## src/rtl/gerador_entradas_fuzzy_if.sv

```systemverilog
// Handshake and data bundle between the sampling front-end and the fuzzy rule chain.
interface gerador_entradas_fuzzy_if;
  logic       amostra;
  logic [7:0] referencia;
  logic [7:0] medida;
  logic [7:0] Entrada_01;
  logic [7:0] Entrada_02;
  logic       EN_REGRAS;
  logic       ocupado;
  logic       erro_sat;
  logic       perda;

  modport slave (
    input  amostra, referencia, medida,
    output Entrada_01, Entrada_02, EN_REGRAS, ocupado, erro_sat, perda
  );

  modport master (
    output amostra, referencia, medida,
    input  Entrada_01, Entrada_02, EN_REGRAS, ocupado, erro_sat, perda
  );
endinterface

```

## src/rtl/gerador_entradas_fuzzy.sv

```systemverilog
// Fuzzy controller front-end: samples setpoint/measurement, forms error and change-of-error,
// scales/saturates to offset-binary and holds them while the rule chain runs.
module gerador_entradas_fuzzy #(
  parameter int SHIFT_E         = 1,
  parameter int SHIFT_DE        = 0,
  parameter int CICLOS_CONTROLE = 64
) (
  input  logic                     clk_0,
  input  logic                     Srst,
  gerador_entradas_fuzzy_if.slave  bus_if
);

  typedef enum logic [2:0] {OCIOSO, CALCULA, SATURA, DISPARA, ESPERA} estado_t;

  localparam int            CW      = (CICLOS_CONTROLE > 1) ? $clog2(CICLOS_CONTROLE) : 1;
  localparam logic [CW-1:0] CNT_FIM = CW'(CICLOS_CONTROLE - 1);

  estado_t            estado_q, estado_d;
  logic [7:0]         ref_q, ref_d, med_q, med_d;
  logic signed [8:0]  e_q, e_d, e_prev_q, e_prev_d;
  logic signed [9:0]  de_q, de_d;
  logic               primeira_q, primeira_d;
  logic [CW-1:0]      cnt_q, cnt_d;
  logic [7:0]         ent1_q, ent1_d, ent2_q, ent2_d;
  logic               sat_q, sat_d, perda_q, perda_d;

  logic               aceita;
  logic signed [9:0]  es, ds;
  logic               es_hi, es_lo, ds_hi, ds_lo;
  logic [7:0]         es_ob, ds_ob;

  // Scaled values and their offset-binary clamp, consumed only in SATURA.
  always_comb begin
    es    = $signed({e_q[8], e_q}) >>> SHIFT_E;
    ds    = de_q >>> SHIFT_DE;
    es_hi = es > 10'sd127;
    es_lo = es < -10'sd128;
    ds_hi = ds > 10'sd127;
    ds_lo = ds < -10'sd128;
    es_ob = es_hi ? 8'hFF : es_lo ? 8'h00 : (es[7:0] ^ 8'h80);
    ds_ob = ds_hi ? 8'hFF : ds_lo ? 8'h00 : (ds[7:0] ^ 8'h80);
  end

  always_comb begin
    estado_d   = estado_q;
    ref_d      = ref_q;
    med_d      = med_q;
    e_d        = e_q;
    de_d       = de_q;
    e_prev_d   = e_prev_q;
    primeira_d = primeira_q;
    cnt_d      = cnt_q;
    ent1_d     = ent1_q;
    ent2_d     = ent2_q;
    sat_d      = sat_q;
    // The edge that closes ESPERA is also the return to OCIOSO, so a strobe there
    // is taken, giving a back-to-back period of CICLOS_CONTROLE+3.
    aceita  = bus_if.amostra &&
              (estado_q == OCIOSO || (estado_q == ESPERA && cnt_q == CNT_FIM));
    perda_d = bus_if.amostra && (estado_q != OCIOSO) && !aceita;

    case (estado_q)
      OCIOSO: begin
        if (aceita) begin
          ref_d    = bus_if.referencia;
          med_d    = bus_if.medida;
          estado_d = CALCULA;
        end
      end
      CALCULA: begin
        e_d      = {1'b0, ref_q} - {1'b0, med_q};
        de_d     = primeira_q ? 10'sd0 : ({e_d[8], e_d} - {e_prev_q[8], e_prev_q});
        estado_d = SATURA;
      end
      SATURA: begin
        ent1_d     = es_ob;
        ent2_d     = ds_ob;
        sat_d      = es_hi | es_lo | ds_hi | ds_lo;
        e_prev_d   = e_q;
        primeira_d = 1'b0;
        estado_d   = DISPARA;
      end
      DISPARA: begin
        cnt_d    = '0;
        estado_d = ESPERA;
      end
      ESPERA: begin
        if (cnt_q == CNT_FIM) begin
          if (aceita) begin
            ref_d    = bus_if.referencia;
            med_d    = bus_if.medida;
            estado_d = CALCULA;
          end else begin
            estado_d = OCIOSO;
          end
        end else begin
          cnt_d = cnt_q + CW'(1);
        end
      end
      default: estado_d = OCIOSO;
    endcase
  end

  always_ff @(posedge clk_0) begin
    if (!Srst) begin
      estado_q   <= OCIOSO;
      ref_q      <= '0;
      med_q      <= '0;
      e_q        <= '0;
      de_q       <= '0;
      e_prev_q   <= '0;
      primeira_q <= 1'b1;
      cnt_q      <= '0;
      ent1_q     <= 8'd128;
      ent2_q     <= 8'd128;
      sat_q      <= 1'b0;
      perda_q    <= 1'b0;
    end else begin
      estado_q   <= estado_d;
      ref_q      <= ref_d;
      med_q      <= med_d;
      e_q        <= e_d;
      de_q       <= de_d;
      e_prev_q   <= e_prev_d;
      primeira_q <= primeira_d;
      cnt_q      <= cnt_d;
      ent1_q     <= ent1_d;
      ent2_q     <= ent2_d;
      sat_q      <= sat_d;
      perda_q    <= perda_d;
    end
  end

  assign bus_if.Entrada_01 = ent1_q;
  assign bus_if.Entrada_02 = ent2_q;
  assign bus_if.EN_REGRAS  = (estado_q == DISPARA);
  assign bus_if.ocupado    = (estado_q != OCIOSO);
  assign bus_if.erro_sat   = sat_q;
  assign bus_if.perda      = perda_q;

endmodule
```

## src/flat_wrapper.sv

```systemverilog
// flat-port wrapper written by rule: the top's interface ports become plain ports
module gerador_entradas_fuzzy_flat 
#(
  parameter int SHIFT_E         = 1,
  parameter int SHIFT_DE        = 0,
  parameter int CICLOS_CONTROLE = 64
)
  (clk_0, Srst, bus_if_amostra, bus_if_referencia, bus_if_medida, bus_if_Entrada_01, bus_if_Entrada_02, bus_if_EN_REGRAS, bus_if_ocupado, bus_if_erro_sat, bus_if_perda);
  gerador_entradas_fuzzy_if bus_if_i ();
  input  logic clk_0;
  input  logic Srst;
  input wire logic [$bits(bus_if_i.amostra)-1:0] bus_if_amostra;
  input wire logic [$bits(bus_if_i.referencia)-1:0] bus_if_referencia;
  input wire logic [$bits(bus_if_i.medida)-1:0] bus_if_medida;
  output wire logic [$bits(bus_if_i.Entrada_01)-1:0] bus_if_Entrada_01;
  output wire logic [$bits(bus_if_i.Entrada_02)-1:0] bus_if_Entrada_02;
  output wire logic [$bits(bus_if_i.EN_REGRAS)-1:0] bus_if_EN_REGRAS;
  output wire logic [$bits(bus_if_i.ocupado)-1:0] bus_if_ocupado;
  output wire logic [$bits(bus_if_i.erro_sat)-1:0] bus_if_erro_sat;
  output wire logic [$bits(bus_if_i.perda)-1:0] bus_if_perda;
  assign bus_if_i.amostra = bus_if_amostra;
  assign bus_if_i.referencia = bus_if_referencia;
  assign bus_if_i.medida = bus_if_medida;
  assign bus_if_Entrada_01 = bus_if_i.Entrada_01;
  assign bus_if_Entrada_02 = bus_if_i.Entrada_02;
  assign bus_if_EN_REGRAS = bus_if_i.EN_REGRAS;
  assign bus_if_ocupado = bus_if_i.ocupado;
  assign bus_if_erro_sat = bus_if_i.erro_sat;
  assign bus_if_perda = bus_if_i.perda;
  gerador_entradas_fuzzy #(.SHIFT_E(SHIFT_E), .SHIFT_DE(SHIFT_DE), .CICLOS_CONTROLE(CICLOS_CONTROLE)) u_core (.clk_0(clk_0), .Srst(Srst), .bus_if(bus_if_i));
endmodule
```

## config.mk

```make
export PLATFORM = sky130hd
export DESIGN_NAME = gerador_entradas_fuzzy_flat
export DESIGN_NICKNAME = d
export VERILOG_FILES = /design/src/rtl/gerador_entradas_fuzzy_if.sv /design/src/rtl/gerador_entradas_fuzzy.sv /design/src/flat_wrapper.sv
export SDC_FILE = /design/constraint.sdc
export NUM_CORES = 1
export LEC_CHECK = 0
export BUFFER_PORTS_ARGS = -buffer_cell sky130_fd_sc_hd__buf_4
export CAP_MARGIN = 40
export CORE_ASPECT_RATIO = 1.4
export CORE_MARGIN = 5
export CORE_UTILIZATION = 35
export CTS_BUF_LIST = sky130_fd_sc_hd__clkbuf_16
export DETAILED_ROUTE_END_ITERATION = 16
export PLACE_DENSITY_LB_ADDON = 0.12
export SYNTH_ARGS = -nofsm -noshare
export SYNTH_HDL_FRONTEND = slang
export SYNTH_SLANG_ARGS = --single-unit
```

## constraint.sdc

```tcl
create_clock -name clk_0 -period 3.7 [get_ports clk_0]
set_input_delay 0.925 -clock clk_0 [delete_from_list [all_inputs] [get_ports clk_0]]
set_output_delay 0.925 -clock clk_0 [all_outputs]
set_load 0.02 [all_outputs]
```

==> flow_summary.toml <==
[run_status]
outcome = "finished, final reports clean"

[routing]
drtPass1Iterations = 4
drc = 0
num_vias = 2835
drtIter0Drc = 86
wl_um = 7180
via_per_inst = 4.75
wl_per_cell_um = 12.0
final_antenna_net_count = 0

[synth]
async_flop_share_pct = 0
synthTopCellsByArea = "dfxtp_1 41%, nand2_1 8.2%, ha_1 6.4%, a21boi_0 5.8%, o21ai_0 5.3%"
ys_types = 52
synth_top_area_cell = "dfxtp_1"
syn_avg_cell_area_um2 = 8.18
synth_fp_nets = 466
ys_ff_latch = 72
yosys_warnings = 0
synth-main-ff-cell = "dfxtp_1"
synthCells = 427
ys_seq_area_share_pct = 41.3
synth_top_area_share_pct = 41.3
synth_edf_count = 0
syn_area_mm2 = 0.00349

[final_layout]
syn2layout_area_growth_pct = 19.3
regArea_mm2 = 0.00144
stdcell_count = 597
multi_input_area_mm2 = 0.00188
diodes = 0
nets = 496
nFillCells = 1029
drive_gt1_share_pct = 13.4

[worst_setup_path]
critPathMaxFanout = 6
rrSetupSlack_ns = 0.67
slowest_stage = "fa_1"
critPathKind = "flop to flop"
crit_path_start_kind = "flop"
worstPathRequired_ns = 3.91
crit_path_end_kind = "flop"
path_cells = "inv_1, ha_1, inv_1, fa_1, a211oi_2, o21bai_1, a211oi_1, nor2_1, ha_1, a21o_1, o41ai_1, xor2_1, o21ai_0"
cp.arrival_ns = 3.24
slowest_delay_ns = 0.43

[power]
ir_drop_mv = 0.248
p_leak_nw = 1.59
pwr_density_cell_mw_per_mm2 = 560

[sta]
rsz0062_at_grt = "false"
finalHoldViolCount = 0
fin_hold_ws_ns = 0.455
tightest_slew_ns = 0.813
fin_crit_ns = 3.03
fmax_mhz = 330
setup_viol = 0
slew_headroom_pct = 45.7
slew_violations = 0
fin_setup_tns_ns = 0
period_share_pct = 81.8
finClkSkew_ns = 0.00555

[cts]
post_cts_buffers = 0
ctsResizeCount = 0
cts_root_buffer = "clkbuf_16"
h-tree-depth = 3
cts.sinks = 72
holdBufCountCts = 0
cts_tree = "yes"
clkSlewWorstSetupHoldPaths_ns = 0.05
cts.path.max_buffers = 2
clk-insertion-delay-late_ns = 0.33
cts_buffers = 9

[floorplanning]
pin_count = 39
die_area_mm2 = 0.0121
rows = 43
die_height_um = 128
dieWidth_um = 94.4
start_util_pct = 35.5
core_area_mm2 = 0.00985

[min_path]
hp-class = "flop to flop"

[run]
maxCapViolations = 0

[global_route]
grt-ovfl-total = 0
antenna_found_initial = 0
grt_max_degree = 51
gr-usage-all-layers_pct = 12.9
grt_pass1_vias = 2736
grt_pass1_wl_um = 12500

[placed_design]
dpl.hpwl_um = 5240
globalplace.congestion = 0.820
dp_cells = 581
portBuffers = 38
-- placed cells by master (no fill, tap or decap), types with 2 or more instances in the layout --
cell type	n
nand3_1	28
o41ai_1	2
nand2_1	76
a211oi_1	2
clkbuf_16	9
clkinv_1	2
o211ai_1	4
xor2_1	6
a21o_1	3
o21ai_1	3
o21a_1	6
ha_1	18
buf_4	41
fa_1	2
nor2b_1	11
nand2b_1	2
xnor2_1	5
a21boi_0	27
inv_1	22
nor2_1	24
o21ai_0	37
dfxtp_1	72
or2_2	2
nor3_1	4
a21oi_1	17
o31a_1	3
nand3b_1	2
o211a_1	2
nor3b_1	2
a22oi_1	2
clkinv_2	2
-- critical path: cells and delay by family, from the launching register on --
kind,cells,cell delay [ns]
AO/OA/AOI/OAI,6,1.32
buffers and inverters,2,0.10
adder cells (fa/ha/maj),3,0.93
AND/OR/NAND/NOR,1,0.09
flip-flops,1,0.30
XOR/XNOR,1,0.17
-- synthesized netlist by cell type, types with 2 or more instances --
cell type / number
nand2_1: 76
buf_2: 8
o21a_1: 6
o21ai_0: 37
nand3b_1: 2
nand3_1: 28
clkbuf_1: 12
nor2_1: 24
ha_1: 18
a21boi_0: 27
xnor2_1: 5
fa_1: 2
buf_1: 3
o31a_1: 3
nor2b_1: 11
a21oi_1: 17
o21ai_1: 3
inv_1: 20
a22oi_1: 2
nand2b_1: 2
a21o_1: 3
o211a_1: 2
dfxtp_1: 72
nor3_1: 4
or2_2: 2
o41ai_1: 2
o211ai_1: 4
xor2_1: 6
nor3b_1: 2
a211oi_1: 2
-- worst paths after layout --
path	from	end	depth (start not counted)
max	u_core.ref_q[0]	u_core.de_q[7]	13
min	u_core.ref_q[0]	u_core.ref_q[0]	2
max reg2reg	u_core.ref_q[0]	u_core.de_q[7]	13
min reg2reg	u_core.ref_q[0]	u_core.ref_q[0]	2
-- where the power goes --
| group | internal, W | leakage [nW] | switching, W |
|---|---|---|---|
| clock network | 0.000509 | 0.147 | 0.000308 |
| registers | 0.000822 | 0.585 | 0.0000308 |
| logic | 0.000283 | 0.863 | 0.000380 |
| total | 0.00161 | 1.59 | 0.000719 |
-- per-stage QoR --
step	util (%)	area, µm²	worst slack, ns	power (W)
finish	42.3	4170	0.673	0.00233
global placement	39.3	3860	0.750	0.00152
detailed placement	39.5	3890	0.694	0.00154
global route	42.3	4170	0.418	0.00250
floorplan	-	3490	0.932	0.00138
CTS	42.3	4170	0.683	0.00237
-- final cells by class --
type                    count  area share (%)
flip-flops and latches     72            34.6
repair buffers             42            7.75
clock buffers               9            5.40
clock inverters             7            1.32
inverters                  20            1.80
multi-input cells         312            45.1
well taps                 135            4.05
-- logic make-up (layout without fill, tap and decap cells) --
logic type,count (synthesis),count (layout),synth area share (%)
multiplexers,1,1,0.287
flip-flops,72,72,41.3
XOR/XNOR,11,11,2.76
AO/OA/AOI/OAI,119,119,22.2
AND/OR/NAND/NOR,161,161,21.0
buffers and inverters,43,78,4.91
adder cells (fa/ha/maj),20,20,7.60
-- sequential cells by signal (all words and copies together), names as in the netlist --
signal	cells
u_core.bus_if.Entrada_01	8
u_core.bus_if.Entrada_02	8
u_core.bus_if.erro_sat	1
u_core.bus_if.perda	1
u_core.cnt_q	6
u_core.de_q	10
u_core.e_prev_q	9
u_core.e_q	9
u_core.estado_q	3
u_core.med_q	8
u_core.primeira_q	1
u_core.ref_q	8
-- metal layers --
layer,vias up,track usage [%],routed length [µm]
met3,12,3.88,274
met4,0,4.59,125
met2,42,22.1,3500
met5,-,0,0
li1,1533,-,-
met1,1248,15.1,3280
Note: power is estimated with default switching activity, not from simulation.
